## src/rtl/pc_unit_pkg.sv

```systemverilog
// pc_unit_pkg: next-PC source encodings shared by the PC unit and its bench
package pc_unit_pkg;
  localparam logic [2:0] PCSRC_INC = 3'd0;
  localparam logic [2:0] PCSRC_JMP = 3'd1;
  localparam logic [2:0] PCSRC_REG = 3'd2;
  localparam logic [2:0] PCSRC_REL = 3'd3;
  localparam logic [2:0] PCSRC_RET = 3'd4;
endpackage

```

## src/rtl/pc_unit_ras_stack.sv

```systemverilog
// ras_stack: circular return-address stack, oldest entry overwritten on overflow, sticky err
module ras_stack #(
  parameter int WIDTH = 16,
  parameter int DEPTH = 4
) (
  input  logic                     clk,
  input  logic                     reset,
  input  logic                     push,
  input  logic                     pop,
  input  logic [WIDTH-1:0]         data_in,
  output logic [WIDTH-1:0]         top,
  output logic [$clog2(DEPTH):0]   count,
  output logic                     full,
  output logic                     empty,
  output logic                     err
);
  localparam int AW = $clog2(DEPTH);
  logic [WIDTH-1:0] mem [DEPTH];
  logic [AW-1:0] ptr;
  logic [AW-1:0] up;
  assign up = ptr + 1'b1;
  assign top = mem[ptr];
  assign full = count == (AW+1)'(DEPTH);
  assign empty = count == '0;
  always_ff @(posedge clk) begin
    if (reset) begin
      ptr <= '0;
      count <= '0;
      err <= 1'b0;
    end else if (push && pop && !empty) begin
      mem[ptr] <= data_in;
    end else if (push) begin
      ptr <= up;
      mem[up] <= data_in;
      count <= full ? count : count + 1'b1;
      err <= err | full | pop;
    end else if (pop) begin
      ptr <= empty ? ptr : ptr - 1'b1;
      count <= empty ? count : count - 1'b1;
      err <= err | empty;
    end
  end
endmodule

```

## src/rtl/pc_unit_ras.sv

```systemverilog
// pc_unit_ras: PC register with next-PC select, branch gating, stall and optional RAS (PC_UNIT_RAS_EN)
module pc_unit_ras
  import pc_unit_pkg::*;
#(
  parameter int              PC_W      = 16,
  parameter int              JUMP_W    = 12,
  parameter int              OFF_W     = 8,
  parameter int              RAS_DEPTH = 4,
  parameter logic [PC_W-1:0] RESET_PC  = '0
) (
  input  logic            clk,
  input  logic            reset,
  input  logic            stall,
  input  logic            pc_write,
  input  logic            beq_cond,
  input  logic            bne_cond,
  input  logic            zero,
  input  logic [2:0]      pc_source,
  input  logic            call,
  input  logic [PC_W-1:0] ir,
  input  logic [PC_W-1:0] a_data,
  output logic [PC_W-1:0] pc,
  output logic            ras_empty,
  output logic            ras_full,
  output logic            ras_err
);
  logic            take;
  logic [PC_W-1:0] inc;
  logic [PC_W-1:0] rel;
  logic [PC_W-1:0] ret;
  logic [PC_W-1:0] next_pc;
  assign take = ~stall & (pc_write | (beq_cond & zero) | (bne_cond & ~zero));
  assign inc = pc + 1'b1;
  assign rel = inc + {{(PC_W-OFF_W){ir[OFF_W-1]}}, ir[OFF_W-1:0]};
`ifdef PC_UNIT_RAS_EN
  logic [PC_W-1:0]             ras_top;
  logic [$clog2(RAS_DEPTH):0]  ras_count;
  ras_stack #(.WIDTH(PC_W), .DEPTH(RAS_DEPTH)) u_ras (
    .clk(clk),
    .reset(reset),
    .push(take & call),
    .pop(take & (pc_source == PCSRC_RET)),
    .data_in(inc),
    .top(ras_top),
    .count(ras_count),
    .full(ras_full),
    .empty(ras_empty),
    .err(ras_err)
  );
  assign ret = ras_empty ? a_data : ras_top;
`else
  assign ret = a_data;
  assign ras_empty = 1'b1;
  assign ras_full = 1'b0;
  assign ras_err = 1'b0;
`endif
  always_comb begin
    next_pc = pc_source == PCSRC_JMP ? {pc[PC_W-1:JUMP_W], ir[JUMP_W-1:0]} :
              pc_source == PCSRC_REG ? a_data :
              pc_source == PCSRC_REL ? rel :
              pc_source == PCSRC_RET ? ret : inc;
  end
  always_ff @(posedge clk) begin
    if (reset) pc <= RESET_PC;
    else if (take) pc <= next_pc;
  end
endmodule
```

## config.mk

```make
export PLATFORM = sky130hd
export DESIGN_NAME = pc_unit_ras
export DESIGN_NICKNAME = d
export VERILOG_FILES = /design/src/rtl/pc_unit_pkg.sv /design/src/rtl/pc_unit_ras_stack.sv /design/src/rtl/pc_unit_ras.sv
export SDC_FILE = /design/constraint.sdc
export NUM_CORES = 1
export LEC_CHECK = 0
export ABC_AREA = 1
export CORE_ASPECT_RATIO = 0.6
export CORE_MARGIN = 3
export CORE_UTILIZATION = 40
export CTS_BUF_LIST = sky130_fd_sc_hd__clkbuf_4
export CTS_CLUSTER_SIZE = 14
export DETAILED_ROUTE_END_ITERATION = 16
export PLACE_DENSITY_LB_ADDON = 0.08
export REMOVE_ABC_BUFFERS = 1
export SYNTH_ARGS = -nofsm -noshare
export SYNTH_HDL_FRONTEND = slang
export SYNTH_SLANG_ARGS = --single-unit
export TNS_END_PERCENT = 5
```

## constraint.sdc

```tcl
create_clock -name clk -period 2.9 [get_ports clk]
set_input_delay 0.29 -clock clk [delete_from_list [all_inputs] [get_ports clk]]
set_output_delay 0.29 -clock clk [all_outputs]
set_load 0.02 [all_outputs]
```

=== Yosys cells after proc, flatten, opt, wreduce, memory -nomap -nowiden ===
Index checks and enable logic that the tools add are counted.

* Register bits: 16
* Bits of input ports: 43
* Output and inout bits: 19
* Logic and storage cells: 21

* Add/sub/neg operators: 2
* Eq/ne operators: 4
* Muxes and demuxes: 4
* Bitwise logic cells: 8
* Reductions and logical operators: 1

{| class="wikitable"
|+ Operators with widths
! kind !! number
|-
| 16-bit 2-to-1 mux || 3
|-
| 16-bit by 1-bit adder with 16-bit output (second input constant) || 1
|-
| 16-bit adder || 1
|-
| 12-bit 2-to-1 mux || 1
|-
| 3-bit by 2-bit == test with 1-bit output (second input constant) || 2
|-
| 1-bit AND || 3
|-
| 3-bit by 1-bit == test with 1-bit output (second input constant) || 1
|-
| 3-bit == test (second input constant) || 1
|-
| 1-bit inverter || 3
|-
| 1-bit OR || 2
|-
| 2-bit AND reduction || 1
|}

=== Logic depth before layout (Yosys ltp) ===
Gate-level depths: netlist of run 1.

* Depth in word-level cells: 5
* Depth in mapped cells: 21
* Mapped depth without buffers: 21

=== Least setup slack after synthesis of run 1 ===
No wires, ideal clock.

* Path kind: reg2reg
* Start point: register pc[0]
* End point: register pc[9]
* Library setup time: 0.135 ns
* Arrival: 2.425 ns
* Data required time: 2.765 ns
* Slack: 0.340 ns
* Cell stages (with the launch flop): 17
* Buffers on the path: 0
* Clock period less this slack: 2.560 ns
* Cell sequence: dfxtp_1 > ha_1 > nand4_2 > nor2_2 > inv_1 > o21ai_1 > nand2_1 > inv_1 > ha_1 > nand2_1 > inv_1 > a21oi_1 > a21boi_0 > or2_2 > nand3_1 > nand2_1 > a21oi_1

* Word-level cells in the longest chain between the ends: 5
* Elaborated cells between the ends (all ways): 6
* Those cells by class: 2 x add/sub; 4 x mux

{| class="wikitable"
|+ Ends and longest elaborated chain
! what !! RTL line !! RTL
|-
| from (decl) || pc_unit_ras.sv:22 || <nowiki>output logic [PC_W-1:0] pc,</nowiki>
|-
| from (signal assigned) || pc_unit_ras.sv:65 || <nowiki>else if (take) pc <= next_pc;</nowiki>
|-
| 16-bit by 1-bit adder with 16-bit output (*) || pc_unit_ras.sv:33 || <nowiki>assign inc = pc + 1'b1;</nowiki>
|-
| 16-bit adder or 16-bit 2-to-1 mux (tied branches) || pc_unit_ras.sv:34, pc_unit_ras.sv:61 ||
|-
| 16-bit 2-to-1 mux (*) || pc_unit_ras.sv:60 || <nowiki>pc_source == PCSRC_REL ? rel :</nowiki>
|-
| 16-bit 2-to-1 mux (*) || pc_unit_ras.sv:59 || <nowiki>pc_source == PCSRC_REG ? a_data :</nowiki>
|-
| 12-bit 2-to-1 mux (*) || pc_unit_ras.sv:58 || <nowiki>next_pc = pc_source == PCSRC_JMP ? {pc[PC_W-1:JUMP_W], ir[JUMP_W-1:0]} :</nowiki>
|}

Every way passes the cells marked *; elsewhere a longest branch is shown, timed or not.
A chain may end at the register's enable or synchronous reset.

=== Worst setup path after layout of run 1 ===
Same ends and word-level chain as after synthesis.

==> out/results.ini, run 1 <==
[outcome]
status=finished, final reports clean

[layout]
syn_to_final_growth_pct=29.7
fillers=605
fin_cells=563
largest_reg_flops=16
antenna_cells=0
final_area_sq_mm=0.00314
biggestRegsByFlops=pc x16
top_register=pc
fin_nets=548
final_core_util_pct=55.1
drive_above_1_share_pct=8.28

[detailed_routing]
firstDrtPassIters=5
ant_nets=0
wire_per_inst_um=14.0
vias=2940
wirelength_um=7860
viasPerCell=5.22
drt_iter0_drc=244
drc=0

[sta]
slew_violations=0
hold_ws_ns=0.527
hold_viol_final=0
setup_viol=0
skew_ns=0.00488
max_clock_freq_mhz=364
grt_setup_unrepaired=true
layout_min_cycle_time_ns=2.75
tightest_slew_ns=0.500
post-route-period-util_pct=94.7
slew_headroom_pct=66.6
finalWorstSetupSlack_ns=0.155

[synthesis]
yosys.cell_count.top_type=nand2_1
postSynthCellCount=426
ys_ff_latch=16
post-synth-top-area-cell=nand2_1
async_reset_ff_share_pct=0
synth_edf_count=0
synthTopCellsByArea=nand2_1, dfxtp_1, ha_1
netlist.area_leader.share_pct=17.5
synth_ff_type=dfxtp_1
avgSynthCellArea_sq_um=5.68
ys_seq_area_share_pct=13.2
synth_warnings=0
syn_area_sq_mm=0.00242
synth_cell_type_count=38
synth_common_cells=nand2_1, inv_1, nor2_1, a21oi_1, nand3_1

[setup_path]
crit_family=simple AND/OR/NAND/NOR gates
cp.required_ns=3.09
crit_arrival_ns=2.93
worstSetupStartpoint=pc[0]
worstPathCellList=ha_2 -> nand4_2 -> nor2_4 -> inv_1 -> o21ai_1 -> nand2_1 -> inv_1 -> ha_2 -> nand2_1 -> inv_1 -> a21oi_2 -> a21boi_0 -> or2_2 -> nand3_1 -> nand2_1 -> a21oi_1
critPathKind=reg2reg
critPathMaxStageDelay_ns=0.35
r2r-start=pc[0]
startpoint_type=register
end_kind=register
cp_slowest_cell=dfxtp_1
path_buf_inv=3
crit_fanout=6

[floorplanning]
core_sq_mm=0.00570
initial_core_util_pct=42.5
chipWidth_um=106
dieHeight_um=66.3
pin_count=62
rows=21
die_area_sq_mm=0.00705

[global_route]
grt_max_degree=19
grt_overflow_total=0
first_global_vias=2542
antenna_found_initial=0
grt_usage_pct=21.7
grt_pass1_wl_um=12200

[pwr]
p_leak_nw=1.48
max-vdd-ir-drop_mv=0.185
power_density_mw_per_mm2=269

[clock_network]
cts_buffers=3
clockRootBuffer=clkbuf_4
cts_max_level=1
cts-hold-fix-buffers=0
clkSinkCount=16
tritoncts=yes
clockBufferDepth=2
clk_pin_slew_ns=0.09
clkLatencyLatePin_ns=0.29

[worst_hold_path]
hold_path.startpoint=pc[14]
hold_path.class=reg2reg

[flow_run]
drv_cap=0

[place]
portBuffers=53
dpl_cell_area_sq_mm=0.00307
gp_congestion=0.909
place_inst=559
dp_hpwl_um=6410
place_ws_ns=0.128

-- cells by family (layout without fill, tap and decap cells) --
logic type	count (synthesis)	after routing	synth area share [%]
other	2	3	0.310
xor gates and xnor gates	9	9	3.26
DFF	16	16	13.2
buffers and inverters	72	128	12.0
AOI/OAI and AO/OA	85	85	20.7
and+or+nand+nor	222	222	39.8
adders and majority gates	20	20	10.6
-- report_power, final --
part	leakage [nW]	internal, mW	switching (mW)
clock network	0.0138	0.0482	0.0703
registers	0.131	0.236	0.0220
logic	1.33	0.200	0.270
total	1.48	0.484	0.362
-- layout make-up --
class | count | area (sq um) | area share, %
Multi-Input combinational cell | 339 | 1850 | 58.9
Timing Repair Buffer | 65 | 621 | 19.8
Sequential cell | 16 | 320 | 10.2
Inverter | 60 | 225 | 7.17
Tap cell | 80 | 100 | 3.19
Clock buffer | 3 | 22.5 | 0.717
-- layout by cell type (no fill, tap or decap), types with 2 or more instances in the layout --
master           instances
nand3b_1                 3
nor2_4                   3
nor2_2                   2
nor2_1                  42
conb_1                   3
nor3_1                   4
a21oi_2                  3
o21ai_0                 17
o21bai_1                 2
buf_4                   12
ha_2                     2
dfxtp_1                 16
o211ai_1                 8
nand3_1                 35
o221ai_1                 2
a31oi_1                  9
xnor2_1                  2
clkdlybuf4s50_1         53
o21ai_1                  5
inv_1                   59
nand2_1                113
clkbuf_4                 3
nand4_1                  5
xor2_1                   6
nand2_2                  4
ha_1                    17
a21oi_1                 35
nor3_2                   2
or2_2                    4
-- worst reg2reg max path: stages (launching register included) --
cell,delay (ns)
dfxtp_1,0.35
ha_2,0.22
nand4_2,0.17
nor2_4,0.21
inv_1,0.08
o21ai_1,0.11
nand2_1,0.11
inv_1,0.08
ha_2,0.30
nand2_1,0.12
inv_1,0.09
a21oi_2,0.17
a21boi_0,0.24
or2_2,0.15
nand3_1,0.06
nand2_1,0.12
a21oi_1,0.07
-- through the flow --
stage,power [mW],TNS (ns)
floorplan,0.537,0
global placement,0.714,0
detailed placement,0.719,0
CTS,0.839,0
global route,0.914,-0.0374
finish,0.846,0
-- path summary, 6_finish.rpt --
kind | end | cells after the start | slack, ns
setup / recovery | pc[9] | 16 | 0.15
hold / removal | pc[14] | 2 | 0.53
hold reg to reg | pc[14] | 2 | 0.53
setup reg to reg | pc[9] | 16 | 0.15
-- repair_timing --
| action | CTS | global route |
|---|---|---|
| gates resized for setup | 0 | 8 |
| buffers inserted | 0 | 1 |
| setup endpoints to repair | 0 | 9 |
-- metal layers --
| layer | vias to the layer above | GRT usage (%) | share of wire, % |
|---|---|---|---|
| met1 | 1291 | 33.6 | 50 |
| met3 | 2 | 4.00 | 8.7 |
| met2 | 136 | 31.9 | 41 |
| met4 | 0 | 1.91 | 0.22 |
| met5 | - | 0 | 0 |
| li1 | 1511 | - | - |
Power figures use the tool's default switching activity.
==> inputs of run 2 (changes only) <==
- GPL_ROUTABILITY_DRIVEN: not set -> 1
- PLACE_DENSITY: not set -> 0.65
- PLACE_DENSITY_LB_ADDON: 0.08 -> not set
==> run 2 against run 1 <==
Compared with the run above: routed wire length fell by 1.1%; via count did not move; sequential share of layout area rose by 0.18 points; maximum frequency rose by 0.34%; register-to-register slack barely moved; sequential cell count did not move; total power rose by 0.46%; largest power group unchanged; highest routed layer unchanged.
==> out/results.ini, run 2 (synthesized netlist as in run 1, its figures left out) <==
[outcome]
status=finished, final reports clean

[global_route]
grt_max_degree=17
first_global_vias=2624
grt_overflow_total=0
grt_pass1_wl_um=12400
antenna_found_initial=0
grt_usage_pct=22.0

[detailed_routing]
wirelength_um=7780
drc=0
viasPerCell=5.25
firstDrtPassIters=4
vias=2940
ant_nets=0
drt_iter0_drc=186
wire_per_inst_um=13.9

[sta]
tightest_slew_ns=0.623
finalWorstSetupSlack_ns=0.164
setup_viol=0
max_clock_freq_mhz=365
slew_violations=0
slew_headroom_pct=58.3
skew_ns=0.00502
post-route-period-util_pct=94.3
grt_setup_unrepaired=true
layout_min_cycle_time_ns=2.74
hold_viol_final=0

[clock_network]
clkSinkCount=16
cts-hold-fix-buffers=0
clk_pin_slew_ns=0.10
tritoncts=yes
clockRootBuffer=clkbuf_4
clockBufferDepth=2
cts_buffers=3
post_cts_buffers=0
clkLatencyLatePin_ns=0.29
cts_max_level=1

[floorplanning]
initial_core_util_pct=42.5
dieHeight_um=66.3
chipWidth_um=106
die_area_sq_mm=0.00705
pin_count=62
rows=21
core_sq_mm=0.00570

[flow_run]
drv_cap=0

[layout]
biggestRegsByFlops=pc x16
layout_common_cells=nand2_1, inv_1, clkdlybuf4s50_1
fin_nets=543
multi_input_area_sq_mm=0.00186
final_common_cell=nand2_1
fillers=601
fin_cells=560
top_register=pc
drive_above_1_share_pct=7.72
largest_reg_flops=16
regArea_sq_um=324
syn_to_final_growth_pct=28.9

[place]
portBuffers=53
place_inst=555
place_ws_ns=0.0244
gp_congestion=0.888
dp_hpwl_um=6410

[worst_hold_path]
hold_path.class=reg2reg

[setup_path]
crit_arrival_ns=2.90
crit_fanout=5
cp.required_ns=3.07
startpoint_type=register
end_kind=register
critPathKind=reg2reg

[pwr]
p_sw_mw=0.365
combinationalPowerShare_pct=54.1
max-vdd-ir-drop_mv=0.145
p_leak_nw=1.45
seqPwrFrac_pct=30.9
clkPwrFrac_pct=15.0
p_sw_share_pct=43.0
power_density_mw_per_mm2=272
p_int_mw=0.484

[run 2: per-layer routing]
layer | vias to the layer above | wire length, um | share of wire, % | global-route usage [%]
met4 | 0 | 18 | 0.23 | 1.75
li1 | 1513 | - | - | -
met2 | 103 | 3370 | 43 | 35.3
met3 | 2 | 592 | 7.6 | 4.20
met1 | 1322 | 3800 | 49 | 31.9
met5 | - | 0 | 0 | 0
[run 2: worst paths after layout]
path | slack [ns] | cells past startpoint | startpoint | endpoint
max | 0.16 | 15 | pc[0] | pc[15]
min | 0.53 | 2 | pc[14] | pc[14]
max reg2reg | 0.16 | 15 | pc[0] | pc[15]
min reg2reg | 0.53 | 2 | pc[14] | pc[14]
[run 2: cell type report]
class	instances	area share [%]
clock inverter	1	0.120
inverter	60	7.22
multi-input combinational	339	59.6
sequential	16	10.4
antenna	1	0.0802
timing repair buffer	60	18.7
tap	80	3.21
clock buffer	3	0.722
[run 2: power groups by stage]
| stage | Clock [mW] | Sequential (mW) | Combinational (mW) |
|---|---|---|---|
| 6_report | 0.128 | 0.262 | 0.459 |
| 5_1_grt | 0.144 | 0.266 | 0.512 |
| 4_1_cts | 0.132 | 0.259 | 0.452 |
| 3_5_place_dp | 0 | 0.264 | 0.449 |
| 3_3_place_gp | 0 | 0.264 | 0.442 |
| 2_1_floorplan | 0 | 0.280 | 0.257 |
[run 2: what timing repair did]
| item | CTS | global route |
|---|---|---|
| setup endpoints to repair | 1 | 9 |
| resized for setup | 1 | 11 |
| pin swaps | 0 | 1 |
| gates cloned | 0 | 0 |
[run 2: worst max-delay path: stages (launching register included)]
cell and delay, ns:
dfxtp_1 0.39, buf_4 0.15, nand3_1 0.13, nor2_2 0.25, xor2_1 0.33, ha_1 0.32
nand2_1 0.14, inv_1 0.06, a21oi_1 0.14, nand2_1 0.14, a21oi_1 0.21, nand3_1 0.10
nand3_1 0.08, nand2_1 0.07, nand2_1 0.07, a21oi_2 0.05
[run 2: metrics by stage]
step / power, mW / hold WS [ns] / TNS (ns) / cell area [sq um] / util, %
floorplan: 0.537 / 0.352 / 0 / 2360 / -
global route: 0.923 / 0.562 / -0.104 / 3120 / 54.7
finish: 0.849 / 0.534 / 0 / 3120 / 54.7
global placement: 0.706 / 0.507 / 0 / 3040 / 53.4
CTS: 0.842 / 0.534 / 0 / 3070 / 53.8
detailed placement: 0.713 / 0.519 / 0 / 3040 / 53.4
==> inputs of run 3 (changes only) <==
- GPL_ROUTABILITY_DRIVEN: 1 -> 0
==> run 3 against run 2 <==
Compared with the run above: sequential share of layout area down 0.058 points; critical path depth unchanged; clock power up 4%; count of clock-buffer cells in the layout unchanged; routed wire length up 2.9%; combinational power about the same; total power up 0.85%; critical path type unchanged; critical endpoint is now pc[12].
==> out/results.ini, run 3 (synthesized netlist as in run 1, its figures left out) <==
[setup_path]
crit_fanout=7
critPathMaxStageDelay_ns=0.43
startpoint_type=register
worstPathCellList=nand2_1 -> nor2_4 -> nand2_2 -> o21ai_1 -> nand2_1 -> inv_1 -> ha_1 -> a21o_1 -> a31oi_1 -> nand3_1 -> nand2_1 -> nand2_1 -> o21ai_1 -> nand2_1 -> a21oi_1
cp.required_ns=3.13
crit_path_frequent_cell=nand2_1
end_kind=register
critPathKind=reg2reg
crit_arrival_ns=2.92
rrSetupSlack_ns=0.21
cp_slowest_cell=dfxtp_1

[clock_network]
clk_pin_slew_ns=0.11
ctsResizeCount=0
clkLatencyLatePin_ns=0.30
cts_max_level=1
cts-hold-fix-buffers=0
tritoncts=yes
clockBufferDepth=2
clockRootBuffer=clkbuf_4
post_cts_buffers=0
cts_buffers=3
clkSinkCount=16

[floorplanning]
die_area_sq_mm=0.00705
pin_count=62
dieHeight_um=66.3
chipWidth_um=106
core_sq_mm=0.00570
initial_core_util_pct=42.5
rows=21

[place]
portBuffers=53
dp_hpwl_um=6550
place_inst=556

[sta]
post-route-period-util_pct=92.7
hold_viol_final=0
grt_setup_unrepaired=true
slew_violations=0
skew_ns=0.0104
max_clock_freq_mhz=372
tightest_slew_ns=0.573
slew_headroom_pct=61.7
layout_min_cycle_time_ns=2.69
setup_viol=0

[global_route]
grt_usage_pct=22.6
antenna_found_initial=0
grt_max_degree=17
first_global_vias=2664
grt_pass1_wl_um=12700
grt_overflow_total=0

[flow_run]
drv_cap=0

[layout]
final_common_cell=nand2_1
biggestRegsByFlops=pc x16
syn_to_final_growth_pct=29.6
largest_reg_flops=16
fin_nets=544
layout_common_cells=nand2_1, inv_1, clkdlybuf4s50_1
top_register=pc
final_core_util_pct=55.0
fillers=580
antenna_cells=0
fin_cells=560
drive_above_1_share_pct=8.96

[pwr]
p_sw_share_pct=43.4
clkPwrFrac_pct=15.5
p_leak_nw=1.46
power_density_mw_per_mm2=273
max-vdd-ir-drop_mv=0.155
combinationalPowerShare_pct=53.9
seqPwrFrac_pct=30.6
p_sw_mw=0.372
p_int_mw=0.485

[worst_hold_path]
hold_path.class=reg2reg

[detailed_routing]
drc=0
wire_per_inst_um=14.3
vias=2950
drt_iter0_drc=181
firstDrtPassIters=5
viasPerCell=5.27
wirelength_um=8010
ant_nets=0

[outcome]
status=finished, final reports clean

run 3: cell count changes in the layout (fill, tap and decap cells not counted):
| cell | change |
|---|---|
| xor2_1 | -1 |
| ha_4 | -1 |
| ha_1 | -1 |
| buf_4 | +1 |
| nor2_4 | +1 |
| diode_2 | -1 |
| xor2_2 | +1 |
| ha_2 | +2 |
| nor2_1 | -1 |
| nand2_2 | +2 |
| nand2_1 | -2 |
run 3: final cells by class:
class / instances / area [sq um] / area share, %
repair buffers: 61 / 591 / 18.8
well taps: 80 / 100 / 3.19
flip-flops and latches: 16 / 324 / 10.3
inverters: 60 / 225 / 7.18
clock inverters: 1 / 3.75 / 0.120
clock buffers: 3 / 22.5 / 0.718
multi-input cells: 339 / 1870 / 59.6
run 3: power groups by stage:
stage          registers, mW  logic, mW  clock network [mW]
2_1_floorplan          0.280      0.257                   0
3_3_place_gp           0.264      0.442                   0
3_5_place_dp           0.264      0.451                   0
4_1_cts                0.259      0.453               0.131
5_1_grt                0.266      0.512               0.143
6_report               0.262      0.461               0.133
run 3: worst paths after layout:
kind | to | start | depth (start not counted)
worst max-delay path | pc[12] | pc[5] | 15
worst min-delay path | pc[14] | pc[14] | 2
worst max register to register | pc[12] | pc[5] | 15
worst min register to register | pc[14] | pc[14] | 2
run 3: metrics by stage:
stage	hold slack (ns)	setup WS [ns]	power, mW	TNS, ns	cell area (sq um)
after floorplan	0.352	0.343	0.537	0	2360
after global placement	0.507	0.145	0.706	0	3050
after detailed placement	0.520	0.128	0.715	0	3050
after CTS	0.535	0.0896	0.843	0	3080
after global routing	0.556	-0.0429	0.921	-0.0554	3140
final	0.540	0.211	0.857	0	3140
run 3: per-layer routing:
metal	up-vias	track usage [%]	part of all wire (%)	wire (um)
met3	4	4.39	8.2	656
met1	1330	32.5	49	3910
met2	115	36.5	42	3400
li1	1501	-	-	-
met4	0	1.59	0.40	32
met5	-	0	0	0
run 3: critical path, delay by kind of cell (launching register included):
| kind | cells | cell delay (ns) |
|---|---|---|
| simple gates | 8 | 1.01 |
| compound gates | 5 | 0.81 |
| flops | 1 | 0.43 |
| fa+ha+maj | 1 | 0.29 |
| buf+inv | 1 | 0.06 |
